### config.mk
export PLATFORM = sky130hd
export DESIGN_NAME = sc_sng_ctrl
export DESIGN_NICKNAME = d
export VERILOG_FILES = /design/src/rtl/sc_sng_ctrl.sv
export SDC_FILE = /design/constraint.sdc
export NUM_CORES = 1
export LEC_CHECK = 0
export CAP_MARGIN = 20
export CORE_ASPECT_RATIO = 1.1
export CORE_UTILIZATION = 30
export CTS_CLUSTER_SIZE = 40
export DETAILED_ROUTE_END_ITERATION = 10
export PLACE_DENSITY_LB_ADDON = 0.1
export SLEW_MARGIN = 20
export SYNTH_ARGS = -nofsm -noshare
export SYNTH_HDL_FRONTEND = slang
export SYNTH_SLANG_ARGS = --single-unit
### constraint.sdc
create_clock -name clk -period 4.7 [get_ports clk]
set_clock_uncertainty 0.05 [all_clocks]
set_input_delay 1.175 -clock clk [delete_from_list [all_inputs] [get_ports clk]]
set_output_delay 1.175 -clock clk [all_outputs]
set_load 0.01 [all_outputs]
### src/rtl/sc_sng_ctrl.sv
// rtl/sc_sng_ctrl.sv - stochastic number generator controller driving a bypass counter
// Emits a unipolar bitstream of 2^P bits comparing captured x against cnt; returns ones estimate.
module sc_sng_ctrl #(
  parameter int WIDTH = 8,
  parameter int PW    = $clog2(WIDTH + 1)
) (
  input  logic             clk,
  input  logic             rst_n,
  input  logic             start,
  input  logic [WIDTH-1:0] x,
  input  logic [PW-1:0]    prec,
  input  logic             abort,
  input  logic [WIDTH-1:0] cnt,
  input  logic             ovf,
  output logic [WIDTH-1:0] bp,
  output logic             busy,
  output logic             bit_valid,
  output logic             bit_out,
  output logic             done,
  output logic             aborted,
  output logic [WIDTH-1:0] result
);

  typedef enum logic [1:0] {IDLE, RUN, DRAIN} state_t;

  localparam logic [PW-1:0] WP = PW'(WIDTH);

  state_t           state, state_nx;
  logic [WIDTH-1:0] x_q, ones, ones_nx, mask_in, mask_q;
  logic [PW-1:0]    p_q, p_in, sh_q;

  // Out-of-range precision falls back to full width
  assign p_in    = (prec == '0 || prec > WP) ? WP : prec;
  assign mask_in = ~({WIDTH{1'b1}} << (WP - p_in));
  assign sh_q    = WP - p_q;
  assign mask_q  = ~({WIDTH{1'b1}} << sh_q);
  assign ones_nx = ones + WIDTH'(bit_out);

  always_comb begin
    state_nx  = state;
    bp        = '1;
    busy      = 1'b0;
    bit_valid = 1'b0;
    bit_out   = 1'b0;
    case (state)
      IDLE: begin
        if (start) state_nx = RUN;
      end
      RUN: begin
        bp        = mask_q;
        busy      = 1'b1;
        bit_valid = 1'b1;
        bit_out   = (x_q > cnt);
        if (ovf)        state_nx = IDLE;
        else if (abort) state_nx = DRAIN;
      end
      DRAIN: begin
        bp   = mask_q;
        busy = 1'b1;
        if (ovf) state_nx = IDLE;
      end
      default: state_nx = IDLE;
    endcase
  end

  always_ff @(posedge clk or negedge rst_n) begin
    if (!rst_n) begin
      state   <= IDLE;
      x_q     <= '0;
      p_q     <= '0;
      ones    <= '0;
      done    <= 1'b0;
      aborted <= 1'b0;
      result  <= '0;
    end else begin
      state <= state_nx;
      done  <= 1'b0;
      case (state)
        IDLE: begin
          if (start) begin
            x_q     <= x & ~mask_in;
            p_q     <= p_in;
            ones    <= '0;
            aborted <= 1'b0;
          end
        end
        RUN: begin
          ones <= ones_nx;
          // The overflow bit is the last one and must be included in the estimate
          if (ovf) begin
            done    <= 1'b1;
            aborted <= 1'b0;
            result  <= ones_nx << sh_q;
          end
        end
        DRAIN: begin
          if (ovf) begin
            done    <= 1'b1;
            aborted <= 1'b1;
            result  <= ones << sh_q;
          end
        end
        default: ;
      endcase
    end
  end

  a_idle_cnt_zero: assert property (@(posedge clk) disable iff (!rst_n)
    (state == IDLE) |-> (cnt == '0));

endmodule

==> results.cfg <==
[finish]
regArea_um2 = 801
multi_input_area_um2 = 1390
n_fill_cell = 797
area_growth_pct = 25.8
antenna_cells = 0
post_route_cells_drive_above_1_share = 0.0759
final_nets = 351

[timing]
setup_viol = 0
fin_tns_setup_ns = 0
fin_ws_ns = 0.177
hold_viol = 0
worstMarginPinSlew_ns = 0.632
period_share = 0.962
max_clock_freq_mhz = 221
rsz0062_at_grt = false
period_needed_ns = 4.52
slew_viol_final = 0
relSlewSlack = 0.576

[route]
drtPass1Iterations = 4
viasPerCell = 5.04
wire_per_inst_um = 13.9
vias = 2057
drt_iter0_drc = 104
drc = 0
antenna_left = 0
drt_wl_total_mm = 5.66

[power]
power.density_nw_per_um2 = 542
p_sw_uw = 715
swShare = 0.442
intPower_uw = 902
comb_power_share = 0.617
p_leak_uw = 0.00135
clkPwrFrac = 0.119
power_frac_seq = 0.264
max-vdd-ir-drop_mv = 0.202

[global_route]
met3_usage = 0.0277
gr-max-usage-layer = met2
met2_usage = 0.261
grt_pass1_vias = 2076
antenna_found_initial = 0
met1_usage = 0.197
grt_max_degree = 33
grt_overflow = 0
grt_pass1_wl_mm = 9.96
grt_use_total = 0.153

[yosys]
yosys.area.top_type = dfrtp_1
syn_area_per_cell_um2 = 8.99
async_flop_share = 1.00
synthCells = 264
synth_seq_cells = 32
synth.area.top_cells = dfrtp_1 34%, ha_1 11%, nand2_1 4.6%
synth-edff-count = 0
synth_ff_type = dfrtp_1
ys_warn_count = 0
syn_area_um2 = 2370
syn-num-nets = 310
synth_top_area_share = 0.338
yosysSeqAreaShare = 0.338
yosysUniqueCellTypes = 54

[run]
maxCapViolCount = 0

[cts]
cts_tree = done
clock_sink_count = 32
clk_path_buf_depth = 2
numCtsBuffers = 5
cts_max_level = 2
cts_root_buf = clkbuf_8
clkLatencyLatePin_ns = 0.28
ctsHoldBuffers = 0
clk_pin_slew_ns = 0.07

[worst_hold_path]
hold_path.class = reg2reg

[worst_setup_path]
cp.arrival_ns = 3.30
criticalPathCategory = in2out
crit_path_max_fanout = 2
cp-start-kind = input port
endpoint_kind = primary output
cp.required_ns = 3.47

[status]
outcome = finished clean

[floorplan]
die-area_um2 = 8270
rows = 33
io_pins = 46
die_h_um = 95.3
core_area_um2 = 7560
start_util = 0.314
die_w_um = 86.8

[placed_design]
routabilityCongestion = 0.731
dp_hpwl_mm = 4.20
dp_slack_ns = 0.0393
numPortBuffers = 45
-- cell type report --
type | count | area share
repair buffers | 51 | 0.166
well taps | 105 | 0.0440
clock buffers | 5 | 0.0231
inverters | 27 | 0.0340
multi-input cells | 188 | 0.465
flip-flops and latches | 32 | 0.268
-- routing by layer --
metal / share of wire / vias to the layer above
met2: 0.49 / 38
met4: 0.011 / 0
met5: 0 / -
met1: 0.47 / 981
li1: - / 1032
met3: 0.031 / 6
-- layout by cell type, fill, tap and decap left out, types with 2 or more instances in the layout --
master and instances:
nor3_2 2, a22o_1 9, nand4_1 3, o21ai_1 3, clkdlybuf4s50_1 45, inv_1 26
mux2i_1 7, nor2b_1 3, dfrtp_1 32, and4_1 2, xor2_1 2, nor2_1 12
a221o_1 4, a311oi_1 2, a41o_1 2, nand3_1 7, and2b_1 2, o21a_1 2
a21oi_1 9, o21ai_0 18, a211oi_1 4, xnor2_1 2, nand2b_1 3, a32o_1 5
mux2_2 3, nand2_1 29, buf_4 6, o41ai_1 3, a21o_1 3, ha_1 21
nor3_1 6, clkbuf_8 5
-- power groups by stage --
stage / clock network, uW / logic, uW / registers (uW)
final: 193 / 997 / 426
after global routing: 211 / 1120 / 439
after global placement: 0 / 1000 / 432
after floorplan: 0 / 602 / 435
after detailed placement: 0 / 1000 / 434
after CTS: 203 / 1010 / 429
-- per-stage QoR --
stage / hold slack [ns] / cell area, um^2 / utilization / instances / power [uW]
6_report: 0.447 / 2980 / 0.395 / 408 / 1620
3_5_place_dp: 0.434 / 2910 / 0.385 / 403 / 1440
4_1_cts: 0.451 / 2980 / 0.394 / 408 / 1640
2_1_floorplan: 0.397 / 2370 / - / 264 / 1040
3_3_place_gp: 0.429 / 2910 / 0.385 / 403 / 1430
5_1_grt: 0.471 / 2980 / 0.395 / 408 / 1770
-- sequential cells by signal (all words and copies together) (netlist names) --
name	cells
done	1
result	8
ones	8
x_q	8
p_q	4
state	2
aborted	1
-- Yosys cell counts (6+ instances only) --
| master | instances |
|---|---|
| a21oi_1 | 9 |
| a22o_1 | 9 |
| buf_2 | 6 |
| clkbuf_1 | 8 |
| dfrtp_1 | 32 |
| ha_1 | 21 |
| inv_1 | 26 |
| mux2i_1 | 7 |
| nand2_1 | 29 |
| nand3_1 | 7 |
| nor2_1 | 12 |
| nor3_1 | 6 |
| o21ai_0 | 18 |
-- repair_timing --
action,in CTS,in global routing
endpoints found under the setup margin,0,1
gates resized for setup,0,1
setup buffers,0,0
-- cell families (layout without fill, tap and decap cells) --
group	after synthesis	count (layout)	share of synthesized area
mux	10	10	0.0438
buf+inv	44	83	0.0807
flops	32	32	0.338
simple gates	80	80	0.177
compound gates	72	72	0.229
fa+ha+maj	21	21	0.111
xor+xnor	5	5	0.0216
-- critical path, cell delays in order --
cell and delay (ns):
clkdlybuf4s50_1 0.45, inv_1 0.04, ha_1 0.27, nor2b_1 0.12, o21a_1 0.12, o21a_1 0.10, o21ai_0 0.08, a221oi_2 0.33
clkdlybuf4s50_1 0.60
-- path summary, 6_finish.rpt --
check / from / endpoint / slack [ns] / depth (start not counted)
worst max-delay path: cnt[1] / bit_out / 0.18 / 9
worst min-delay path: x_q[4] / x_q[4] / 0.45 / 2
worst max register to register: state[1] / result[7] / 1.48 / 11
worst min register to register: x_q[4] / x_q[4] / 0.45 / 2
max in group asynchronous: rst_n / result[4] / 3.03 / 2
min in group asynchronous: rst_n / aborted / 1.26 / 2
Note: power is estimated with default switching activity, not from simulation.
==> patch 1, RTL diff (same flow settings) <==
The 3 states of `state_t` get a one-hot encoding in 3 bits.
--- a/src/rtl/sc_sng_ctrl.sv
+++ b/src/rtl/sc_sng_ctrl.sv
@@ -23,3 +23,3 @@
 
-  typedef enum logic [1:0] {IDLE, RUN, DRAIN} state_t;
+  typedef enum logic [2:0] {IDLE = 3'b001, RUN = 3'b010, DRAIN = 3'b100} state_t;
 
Formal check against the unedited RTL: no difference found for any inputs over 10 cycles, from zero or initial values and one cycle with rst_n low; not proved beyond that.
==> patch 1 against the original RTL <==
  * Synthesized area decreased by 9.0%
  * Highest routed layer unchanged
  * Routed wire length is 12% lower
  * Sequential cell count increased by 1
  * Worst setup slack improved by 0.13 ns
  * Cell area shrank 7.4%
  * Cell count shrank 7.8%
Power is not compared: it rests on default switching activity, and its combinational part moved more than twofold at a synthesized area within 25%.
==> patch 1: results (changes against the original RTL) <==
- Status: complete, no violations
- Largest net degree at the start of global routing: 34 (+3.0%)
- Most frequent cells after synthesis: 40 x nand2_1, 32 x dfrtp_1, 24 x o21ai_0, 19 x inv_1, 17 x ha_1
- FF-to-FF setup slack: 1.57 ns (+0.09 ns)
- Data arrival, critical path: 3.17 ns (-0.13 ns)
- Slowest cell delay on critical path: 0.49 ns (-0.11 ns)
- Hold_sp: result[1]$_DFFE_PN0P_
- Number of global-route vias before repair: 1838 (-11%)
- 1st-iter DRT viols: 63 (-39%)
- Adder-cell share of the synthesized area: 0.0985 (-0.0123)
- Slew @ Worst Pin: 0.447 ns (-0.185 ns)
- DP Area: 2680 um2 (-8.0%)
- Placed insts: 368 (-8.7%)
- Final period util: 0.934 (-0.0280)
- Post-synthesis compound-gate area fraction: 0.171 (-0.0574)
- Final Net Count: 332 (-5.4%)
- HPWL after DPL: 3.81 mm (-9.1%)
- Share of cells above drive strength 1: 0.0825 (+0.00657)
- Syn Area/Cell: 8.78 um2 (-2.3%)
- First-pass GRT wire length: 8.71 mm (-13%)
- Largest cells by area after synthesis: dfrtp_1 37%, ha_1 9.8%, nand2_1 7.0%
- Mux share of post-synthesis cell area: 0.0388 (-0.00496)
- Sequential area share after synthesis: 0.383 (+0.0454)
- WL per Instance: 13.3 um (-4.0%)
- Post-Layout Cell Count: 376 (-7.8%)
- Post-place setup slack: 0.313 ns (+0.273 ns)
- Hold depth: 2 (unchanged)
- Worst r2r src: state[0]$_DFFE_PN1P_
- GRT Total Usage: 0.143 (-0.0103)
- Reg2reg path depth: 10 (-1)
- Syn Nets: 288 (-7.1%)
- Synth Warn #: 0 (unchanged)
- XOR/XNOR Fraction of Synth Area: 0.0324 (+0.0108)
- Critical R2R Capture: result[4]$_DFFE_PN0P_
- Post-synth cell types: 47 (-13%)
- Final Wtd Congestion: 0.781 (+6.9%)
- CP Launch Point: cnt[5]
- Vias per cell: 4.87 (-3.5%)
patch 1: cell types whose count changed in the layout (fill, tap and decap cells not counted), moves of 5 or more:
cell	before	now
inv_1	26	19
o21ai_0	18	24
buf_4	6	1
o31ai_1	0	5
nand2_1	29	40
a22o_1	9	2
patch 1: cell type report:
cell class	instances	area [um2]
Tap cell	85	106
Inverter	22	82.6
Sequential cell	33	827
Clock buffer	5	68.8
Fill cell	713	4240
Multi-Input combinational cell	182	1200
Timing Repair Buffer	46	458
Clock inverter	3	17.5
patch 1: worst min-delay path by stage:
stage                                       end  slack (ns)
final                     result[1]$_DFFE_PN0P_        0.43
after global routing      result[1]$_DFFE_PN0P_        0.47
after CTS                 result[1]$_DFFE_PN0P_        0.45
after detailed placement  result[1]$_DFFE_PN0P_        0.43
after global placement    result[0]$_DFFE_PN0P_        0.42
after floorplan              x_q[4]$_DFFE_PN0P_        0.40
patch 1: metal layers:
layer  GRT usage  wire length [um]
met4      0.0532                98
met2       0.240              2420
met3      0.0336               212
met1       0.178              2280
met5           0                 0
==> patch 2, RTL diff (same settings) <==
Made on the original files. Change the parameter `WIDTH` from 8 to 4.
--- a/src/rtl/sc_sng_ctrl.sv
+++ b/src/rtl/sc_sng_ctrl.sv
@@ -3,3 +3,3 @@
 module sc_sng_ctrl #(
-  parameter int WIDTH = 8,
+  parameter int WIDTH = 4,
   parameter int PW    = $clog2(WIDTH + 1)
Ports: changed (5 resized); port bits go from 46 to 29. The function was not compared with the original's and may differ.
==> patch 2 against the original RTL <==
  * Critical path depth fell by 1
  * Worst setup slack improved by 0.22 ns
  * Cell area fell by 45%
  * Synthesized area shrank 46%
  * Sequential cell count shrank 13
  * Register-to-register slack gained 0.61 ns
  * Synthesized cell count shrank 50%
  * Power is 47% lower
  * Routed wire length shrank 54%
  * Critical endpoint unchanged
==> patch 2: results (changes against the original RTL) <==
- Vias per cell: 4.75 (-5.9%)
- Share of cells above drive strength 1: 0.0745 (-0.00137)
- Synth Warn #: 0 (unchanged)
- Port Buffers: 28 (-38%)
- Syn Area/Cell: 9.65 um2 (+7.4%)
- Grt ovf: 0 (unchanged)
- Largest cells by area after synthesis: dfrtp_1 37%, ha_1 17%, nand2_1 4.7%
- Slew @ Worst Pin: 0.895 ns (+0.263 ns)
- Cell taking the most area after synthesis: dfrtp_1
- Post-Layout Cell Count: 213 (-48%)
- Clock root buffer: clkbuf_8
- Largest net degree at the start of global routing: 20 (-39%)
- Number of global-route vias before repair: 1053 (-49%)
- Worst-path fanout max: 2 (unchanged)
- Crit path to: bit_out
- First-pass GRT wire length: 4.66 mm (-53%)
- CTS Buf Count: 3 (-2)
- Status: complete, no violations
- Critical R2R Capture: result[3]$_DFFE_PN0P_
- VDD IR max: 137 uV (-32%)
- Post-synth cell types: 34 (-37%)
- Leak: 0.746 nW (-45%)
- Most frequent cells after synthesis: 19 x dfrtp_1, 17 x ha_1, 16 x nand2_1, 15 x inv_1, 8 x o21ai_0
- Max Root-Sink Buffers: 2 (unchanged)
- CP max-delay cell: clkdlybuf4s50_1
- # resized after CTS: 0 (unchanged)
- Sequential area share after synthesis: 0.373 (+0.0357)
- HPWL after DPL: 2.10 mm (-50%)
- Post-place setup slack: 0.402 ns (+0.363 ns)
- Min Clock Period, post-route: 4.31 ns (-0.217 ns)
- Slowest cell delay on critical path: 0.57 ns (-0.03 ns)
- Clock latency on the worst-skew pair: 0.25 ns (-0.03 ns)
- GRT Total Usage: 0.131 (-0.0225)
- WL per Instance: 12.3 um (-12%)
- Worst r2r src: x_q[1]$_DFFE_PN0P_
- Syn Nets: 165 (-47%)
- Final Wtd Congestion: 0.777 (+6.3%)
- Number of H-tree levels: 1 (-1)
- # Post-CTS Setup Buffers: 0 (unchanged)
- Initial antenna violation count: 0 (unchanged)
- DP Area: 1600 um2 (-45%)
- Hold WC Path Type: register to register
- Biggest regs: ones: 4 flops, result: 4 flops, x_q: 4 flops
- Antenna diodes: 0 (unchanged)
- Filler instances: 439 (-45%)
- 1st-iter DRT viols: 22 (-79%)
- Reg2reg path depth: 10 (-1)
- FF-to-FF setup slack: 2.09 ns (+0.61 ns)
- Final Net Count: 195 (-44%)
- Ys async rst share: 1.00 (unchanged)
patch 2: logic make-up (layout without fill, tap and decap cells):
| kind of cell | count (synthesis) | after routing | share of synthesized area |
|---|---|---|---|
| fa+ha+maj | 17 | 17 | 0.167 |
| compound gates | 31 | 31 | 0.178 |
| xor+xnor | 3 | 3 | 0.0206 |
| mux | 6 | 6 | 0.0511 |
| buf+inv | 18 | 47 | 0.0589 |
| simple gates | 38 | 38 | 0.151 |
| flops | 19 | 19 | 0.373 |
patch 2: worst min-delay path by stage:
stage | from | end | slack, ns | cells past startpoint
6_report | x_q[0]$_DFFE_PN0P_ | x_q[0]$_DFFE_PN0P_ | 0.43 | 2
5_1_grt | p_q[1]$_DFFE_PN0P_ | p_q[1]$_DFFE_PN0P_ | 0.47 | 2
4_1_cts | p_q[1]$_DFFE_PN0P_ | p_q[1]$_DFFE_PN0P_ | 0.44 | 2
3_5_place_dp | p_q[1]$_DFFE_PN0P_ | p_q[1]$_DFFE_PN0P_ | 0.43 | 2
3_3_place_gp | x_q[0]$_DFFE_PN0P_ | x_q[0]$_DFFE_PN0P_ | 0.42 | 2
2_1_floorplan | x_q[1]$_DFFE_PN0P_ | x_q[1]$_DFFE_PN0P_ | 0.40 | 2
patch 2: final cells by class:
type / instances / area share
repair buffers: 28 / 0.170
inverters: 15 / 0.0342
well taps: 52 / 0.0395
flip-flops and latches: 19 / 0.289
multi-input cells: 95 / 0.440
clock buffers: 4 / 0.0274
patch 2: tightest hold or removal path, stage by stage (launching register included):
cell     delay [ns]
dfrtp_1        0.35
nand2_1        0.05
o21ai_0        0.06
patch 2: through the flow:
stage                     power (W)  hold WS (ns)  utilization
after detailed placement   0.000757         0.426        0.398
after global routing       0.000940         0.471        0.409
final                      0.000858         0.435        0.409
after CTS                  0.000879         0.445        0.409
after floorplan            0.000561         0.397            -
after global placement     0.000753         0.421        0.398
patch 2: per-layer routing:
layer	global-route usage	vias to the layer above	part of all wire
met1	0.161	473	0.47
met3	0.0196	4	0.033
met4	0.0370	0	0.013
met5	0	-	0
li1	-	518	-
met2	0.233	16	0.48
patch 2: where the power goes:
part / switching [W] / internal, W / leakage [nW]
registers: 0.0000406 / 0.000217 / 0.254
logic: 0.000249 / 0.000238 / 0.469
clock network: 0.0000537 / 0.0000602 / 0.0228
total: 0.000343 / 0.000515 / 0.746
